## src/rtl/ecc_pkg.sv

```systemverilog
// Shared constants, FSM state type and word-slicing helpers for the ECC result serializer.
package ecc_pkg;

  localparam int unsigned WORD_W       = 32;
  localparam int unsigned COORD_W      = 256;
  localparam int unsigned WORDS_PER_PT = 16;
  localparam int unsigned PT_W         = 2 * COORD_W;
  localparam int unsigned CNT_W        = 5;

  typedef enum logic {
    ST_IDLE = 1'b0,
    ST_SEND = 1'b1
  } state_t;

  // Word idx of a {x, y} point, most-significant word first; out-of-range idx gives 0.
  function automatic logic [WORD_W-1:0] pt_word(input logic [PT_W-1:0] pt,
                                                 input logic [CNT_W-1:0] idx);
    logic [WORD_W-1:0] w;
    w = '0;
    for (int i = 0; i < int'(WORDS_PER_PT); i++) begin
      if (idx == CNT_W'(i)) w = WORD_W'(pt >> ((WORDS_PER_PT - 1 - i) * WORD_W));
    end
    return w;
  endfunction

`ifdef SERIALIZER_CHECKSUM_EN
  // XOR of all data words of a point.
  function automatic logic [WORD_W-1:0] pt_xor(input logic [PT_W-1:0] pt);
    logic [WORD_W-1:0] acc;
    acc = '0;
    for (int i = 0; i < int'(WORDS_PER_PT); i++) begin
      acc = acc ^ WORD_W'(pt >> (i * WORD_W));
    end
    return acc;
  endfunction
`endif

endpackage

```

## src/rtl/ecc_result_serializer.sv

```systemverilog
// Captures mP / mnP results on valid rising edges and streams them as 32-bit words.
// Optional SERIALIZER_CHECKSUM_EN appends an XOR checksum word to every point.
module ecc_result_serializer
  import ecc_pkg::*;
(
  input  logic               clk,
  input  logic               rst,
  input  logic [COORD_W-1:0] i_mPx,
  input  logic [COORD_W-1:0] i_mPy,
  input  logic [COORD_W-1:0] i_mnPx,
  input  logic [COORD_W-1:0] i_mnPy,
  input  logic               i_mP_valid,
  input  logic               i_mnP_valid,
  output logic [WORD_W-1:0]  o_data,
  output logic               o_valid,
  input  logic               i_ready,
  output logic               o_last,
  output logic               o_tag,
  output logic               o_busy,
  output logic               o_overflow
);

`ifdef SERIALIZER_CHECKSUM_EN
  localparam int unsigned WORDS_TOTAL = WORDS_PER_PT + 1;
`else
  localparam int unsigned WORDS_TOTAL = WORDS_PER_PT;
`endif
  localparam logic [CNT_W-1:0] LAST_IDX = CNT_W'(WORDS_TOTAL - 1);

  state_t            state, state_n;
  logic              prev_mp, prev_mnp;
  logic [1:0]        slot_full, slot_full_n;
  logic [PT_W-1:0]   slot0, slot1, slot0_n, slot1_n;
  logic [CNT_W-1:0]  cnt, cnt_n;
  logic              tag_n, valid_n, last_n, busy_n, ovf_n;
  logic [WORD_W-1:0] data_n;
  logic              ev0, ev1, hs, free0, free1, keep0, keep1;
  logic [PT_W-1:0]   sel_pt;

  always_ff @(posedge clk or negedge rst) begin
    if (!rst) state <= ST_IDLE;
    else      state <= state_n;
  end

  // Next state, slot bookkeeping and the next output word, all decided in one place.
  always_comb begin
    state_n     = state;
    cnt_n       = cnt;
    tag_n       = o_tag;
    ev0         = i_mP_valid & ~prev_mp;
    ev1         = i_mnP_valid & ~prev_mnp;
    hs          = o_valid & i_ready;
    free0       = hs & o_last & ~o_tag;
    free1       = hs & o_last & o_tag;
    keep0       = slot_full[0] & ~free0;
    keep1       = slot_full[1] & ~free1;
    slot_full_n = {keep1 | ev1, keep0 | ev0};
    slot0_n     = (ev0 & ~keep0) ? {i_mPx, i_mPy} : slot0;
    slot1_n     = (ev1 & ~keep1) ? {i_mnPx, i_mnPy} : slot1;
    ovf_n       = o_overflow | (ev0 & keep0) | (ev1 & keep1);

    case (state)
      ST_IDLE: begin
        if (|slot_full_n) begin
          state_n = ST_SEND;
          cnt_n   = '0;
          tag_n   = ~slot_full_n[0];
        end
      end
      ST_SEND: begin
        if (hs) begin
          if (o_last) begin
            if (|slot_full_n) begin
              cnt_n = '0;
              tag_n = ~slot_full_n[0];
            end else begin
              state_n = ST_IDLE;
            end
          end else begin
            cnt_n = cnt + CNT_W'(1);
          end
        end
      end
      default: state_n = ST_IDLE;
    endcase

    sel_pt = tag_n ? slot1_n : slot0_n;
    data_n = pt_word(sel_pt, cnt_n);
`ifdef SERIALIZER_CHECKSUM_EN
    if (cnt_n == LAST_IDX) data_n = pt_xor(sel_pt);
`endif
    valid_n = (state_n == ST_SEND);
    last_n  = valid_n & (cnt_n == LAST_IDX);
    busy_n  = (|slot_full_n) | valid_n;
    if (!valid_n) begin
      data_n = '0;
      tag_n  = 1'b0;
      cnt_n  = '0;
    end
  end

  always_ff @(posedge clk or negedge rst) begin
    if (!rst) begin
      prev_mp    <= 1'b0;
      prev_mnp   <= 1'b0;
      slot_full  <= '0;
      slot0      <= '0;
      slot1      <= '0;
      cnt        <= '0;
      o_data     <= '0;
      o_valid    <= 1'b0;
      o_last     <= 1'b0;
      o_tag      <= 1'b0;
      o_busy     <= 1'b0;
      o_overflow <= 1'b0;
    end else begin
      prev_mp    <= i_mP_valid;
      prev_mnp   <= i_mnP_valid;
      slot_full  <= slot_full_n;
      slot0      <= slot0_n;
      slot1      <= slot1_n;
      cnt        <= cnt_n;
      o_data     <= data_n;
      o_valid    <= valid_n;
      o_last     <= last_n;
      o_tag      <= tag_n;
      o_busy     <= busy_n;
      o_overflow <= ovf_n;
    end
  end

endmodule

```

## config.mk

```make
export PLATFORM = sky130hd
export DESIGN_NAME = ecc_result_serializer
export DESIGN_NICKNAME = d
export VERILOG_FILES = /design/src/rtl/ecc_pkg.sv /design/src/rtl/ecc_result_serializer.sv
export SDC_FILE = /design/constraint.sdc
export NUM_CORES = 2
export LEC_CHECK = 0
export ABC_CLOCK_PERIOD_IN_PS = 6200
export CORE_ASPECT_RATIO = 0.7
export CORE_UTILIZATION = 25
export DETAILED_ROUTE_END_ITERATION = 16
export PLACE_DENSITY = 0.48
export REMOVE_ABC_BUFFERS = 1
export SYNTH_ARGS = -nofsm -noshare
export SYNTH_HDL_FRONTEND = slang
export SYNTH_SLANG_ARGS = --single-unit
```

## constraint.sdc

```tcl
create_clock -name clk -period 6.2 [get_ports clk]
set_clock_uncertainty 0.05 [all_clocks]
set_input_delay 0.62 -clock clk [delete_from_list [all_inputs] [get_ports clk]]
set_output_delay 0.62 -clock clk [all_outputs]
set_load 0.005 [all_outputs]
```

==> impl_metrics.py <==
metrics = {
    "timing": {
        "slew_viol_final": 0,
        "worst_pin_slew_ns": 1.36,
        "hold_viol_final": 0,
        "rsz0062_at_grt": "false",
        "finalSetupViolations": 0,
        "min_period_ns": 5.22,
        "max_freq_mhz": 192,
        "relSlewSlack": 0.0830,
        "min_period_over_period": 0.842,
    },
    "logic_synthesis": {
        "async_flop_share": 1.00,
        "netlist.top_cell.by_area": "dfrtp_1",
        "synth_edf_count": 0,
        "avgSynthCellArea_um2": 9.34,
        "synth.top_cell.area_share": 0.535,
        "ys_types": 76,
        "synth_top_flop_cell": "dfrtp_1",
        "synth_seq_cells": 1070,
        "syn_inst": 5355,
        "seq_area_frac_synth": 0.535,
        "ys_warn_count": 0,
        "yosys-top-cells-area": "dfrtp_1, nand2_1, mux2_2",
        "synth_area_mm2": 0.0500,
    },
    "run": {
        "maxCapViolCount": 0,
    },
    "place": {
        "place_inst": 8832,
        "placed_area_mm2": 0.0643,
        "routabilityCongestion": 0.894,
        "dpl.hpwl_mm": 197,
        "port_buffers": 1065,
    },
    "global_routing": {
        "grt_pass1_wl_mm": 361,
        "grt_max_degree": 179,
        "grt-ovfl-total": 0,
        "first_global_vias": 45400,
        "antenna_found_initial": 76,
        "groute.usage.overall": 0.255,
    },
    "setup_path": {
        "startpoint_type": "flop",
        "path_class": "flop to flop",
        "worstPathRequired_ns": 6.85,
        "r2r-start": "o_valid$_DFF_PN0_",
        "crit_family": "compound AO/OA/AOI/OAI gates",
        "slowest_delay_ns": 0.96,
        "path_cells": "nand4b_2 -> a221oi_4 -> a31oi_4 -> and3_4 -> nand2_2 -> nand2_1 -> a2111oi_1 -> o211a_1",
        "r2r_end": "o_data[18]$_DFF_PN0_",
        "cp-end-kind": "flop",
        "cp.arrival_ns": 5.87,
        "crit_cells": 8,
        "path_max_fanout": 32,
        "r2r_slack_ns": 0.98,
        "slowest_stage": "a2111oi_1",
        "rr_worst_depth": 8,
        "crit_buf_inv": 0,
    },
    "min_path": {
        "min_from": "i_mP_valid",
        "hold_path.class": "input pin to flop",
        "hold_depth": 1,
        "hold_end": "prev_mp$_DFF_PN0_",
    },
    "clocking": {
        "clk_latency_ns": 0.77,
        "cts_buffers": 119,
        "cts_resized": 0,
        "numClockSinks": 1070,
        "cts_tree": "yes",
        "cts_max_level": 3,
        "cts.path.max_buffers": 3,
        "cts_root_buf": "clkbuf_16",
        "clk_pin_slew_worst_paths_ns": 0.06,
    },
    "final_layout": {
        "final_cell_area_mm2": 0.0686,
        "drive_above_1_share": 0.127,
        "fin_nets": 7362,
        "areaGrowthSynthToFinish_pct": 37.1,
        "stdcell_count": 9089,
    },
    "power_and_ir_drop": {
        "power.density_mw_per_mm2": 485,
        "power_leakage_uw": 0.0318,
        "vdd_drop_max_uv": 284,
    },
    "detailed_routing": {
        "wl_mm": 264,
        "wl_per_cell_um": 29.1,
        "viasPerCell": 4.97,
        "drc_errors": 0,
        "postRouteAntennaNets": 0,
        "dr.first_iter.drc_count": 4203,
        "dr.pass1.iters": 6,
        "vias": 45200,
    },
    "floorplanning": {
        "initial_core_util": 0.253,
        "dieArea_mm2": 0.202,
        "core_area_mm2": 0.198,
        "die_h_um": 376,
        "ios": 1066,
        "rows": 136,
        "die_x_um": 537,
    },
    "outcome": {
        "status": "finished, final reports clean",
    },
}
worst register-to-register path, stage by stage, from the launching register on:
cell       delay [ns]
dfrtp_1          0.70
nand4b_2         0.36
a221oi_4         0.62
a31oi_4          0.47
and3_4           0.59
nand2_2          0.84
nand2_1          0.34
a2111oi_1        0.96
o211a_1          0.22
per-stage QoR:
step                      hold WS, ns  utilization  total power, uW  setup slack [ns]   TNS, ns
after CTS                       0.229        0.347            33300              1.10         0
after global routing            0.263        0.347            35000             0.853         0
after detailed placement        0.404        0.325            25400             0.372         0
after floorplan                 0.274            -            19200             -8.38  -5044.23
final                           0.296        0.347            33300             0.982         0
after global placement          0.400        0.325            25300             0.533         0
worst max path at each step:
stage                 startpoint              endpoint  slack (ns)
4_1_cts        o_valid$_DFF_PN0_  o_data[18]$_DFF_PN0_        1.10
3_5_place_dp             i_ready  o_data[18]$_DFF_PN0_        0.37
6_report       o_valid$_DFF_PN0_  o_data[18]$_DFF_PN0_        0.98
5_1_grt        o_valid$_DFF_PN0_  o_data[18]$_DFF_PN0_        0.85
3_3_place_gp             i_ready  o_data[18]$_DFF_PN0_        0.53
2_1_floorplan            i_ready  o_data[29]$_DFF_PN0_       -8.38
timing repair:
| action | in CTS | in global routing |
|---|---|---|
| hold buffers | 1 | 0 |
| hold endpoints to repair | 75 | 0 |
| setup buffers | 0 | 0 |
registers in the layout, summed over array words and instances (netlist names), 2 cells and up:
register,flops
slot1,512
cnt,5
slot_full,2
slot0,512
o_data,32
synth_stat cells, types with 11 or more instances:
master and instances:
nand2_1 1999, dfrtp_1 1070, mux2_2 401, nor2_1 363
mux2i_1 177, clkbuf_1 159, a21oi_1 156, buf_2 153
o21ai_0 106, o211ai_1 94, a211oi_1 75, a31oi_1 74
nand3_1 57, buf_1 49, o22ai_1 44, a21o_1 29
o2111ai_1 27, a21boi_0 26, inv_1 26, o31a_1 24
a2bb2oi_1 23, or4_1 23, a311o_1 22, nor3_1 17
buf_4 13, nand2b_1 11, o21ai_1 11
logic make-up (layout without fill, tap and decap cells):
group / count (synthesis) / after routing / share of synthesized area
other: 0 / 34 / 0
multiplexers: 578 / 578 / 0.126
AO/OA/AOI/OAI: 789 / 789 / 0.108
AND/OR/NAND/NOR: 2510 / 2510 / 0.195
buffers and inverters: 405 / 1483 / 0.0355
XOR/XNOR: 2 / 2 / 0.000350
flip-flops: 1070 / 1070 / 0.535
adder cells (fa/ha/maj): 1 / 1 / 0.000250
power by group:
group          internal, uW  leakage [uW]  switching [uW]
registers             10300        0.0134             996
logic                  5110        0.0164            9090
clock network          4580       0.00207            3200
total                 20000        0.0318           13300
layer usage:
metal	vias up	global-route usage	routed length (um)
met4	32	0.0863	8590
met2	1716	0.397	121000
li1	20000	-	-
met3	417	0.0489	16500
met5	-	0	209
met1	23000	0.352	118000
final cells by class:
class / count / area [um^2]
repair buffers: 1232 / 12400
clock buffers: 162 / 3400
clock inverters: 60 / 815
diodes: 34 / 85.1
inverters: 29 / 109
flip-flops and latches: 1070 / 26800
multi-input cells: 3880 / 21700
well taps: 2622 / 3280
fillers: 20100 / 129000
placed cells by master (no fill, tap or decap), drive strengths merged, types with 29 or more instances in the layout:
| cell type | instances |
|---|---|
| buf | 167 |
| a21o | 29 |
| o22ai | 44 |
| diode | 34 |
| inv | 34 |
| nand3 | 57 |
| o211ai | 94 |
| a21oi | 157 |
| clkdlybuf4s50 | 1064 |
| mux2i | 177 |
| nor2 | 364 |
| dfrtp | 1070 |
| o21ai | 118 |
| nand2 | 2000 |
| clkinv | 29 |
| mux2 | 401 |
| a31oi | 74 |
| a211oi | 75 |
| clkbuf | 162 |
No activity file was read; power rests on OpenSTA's default activity.
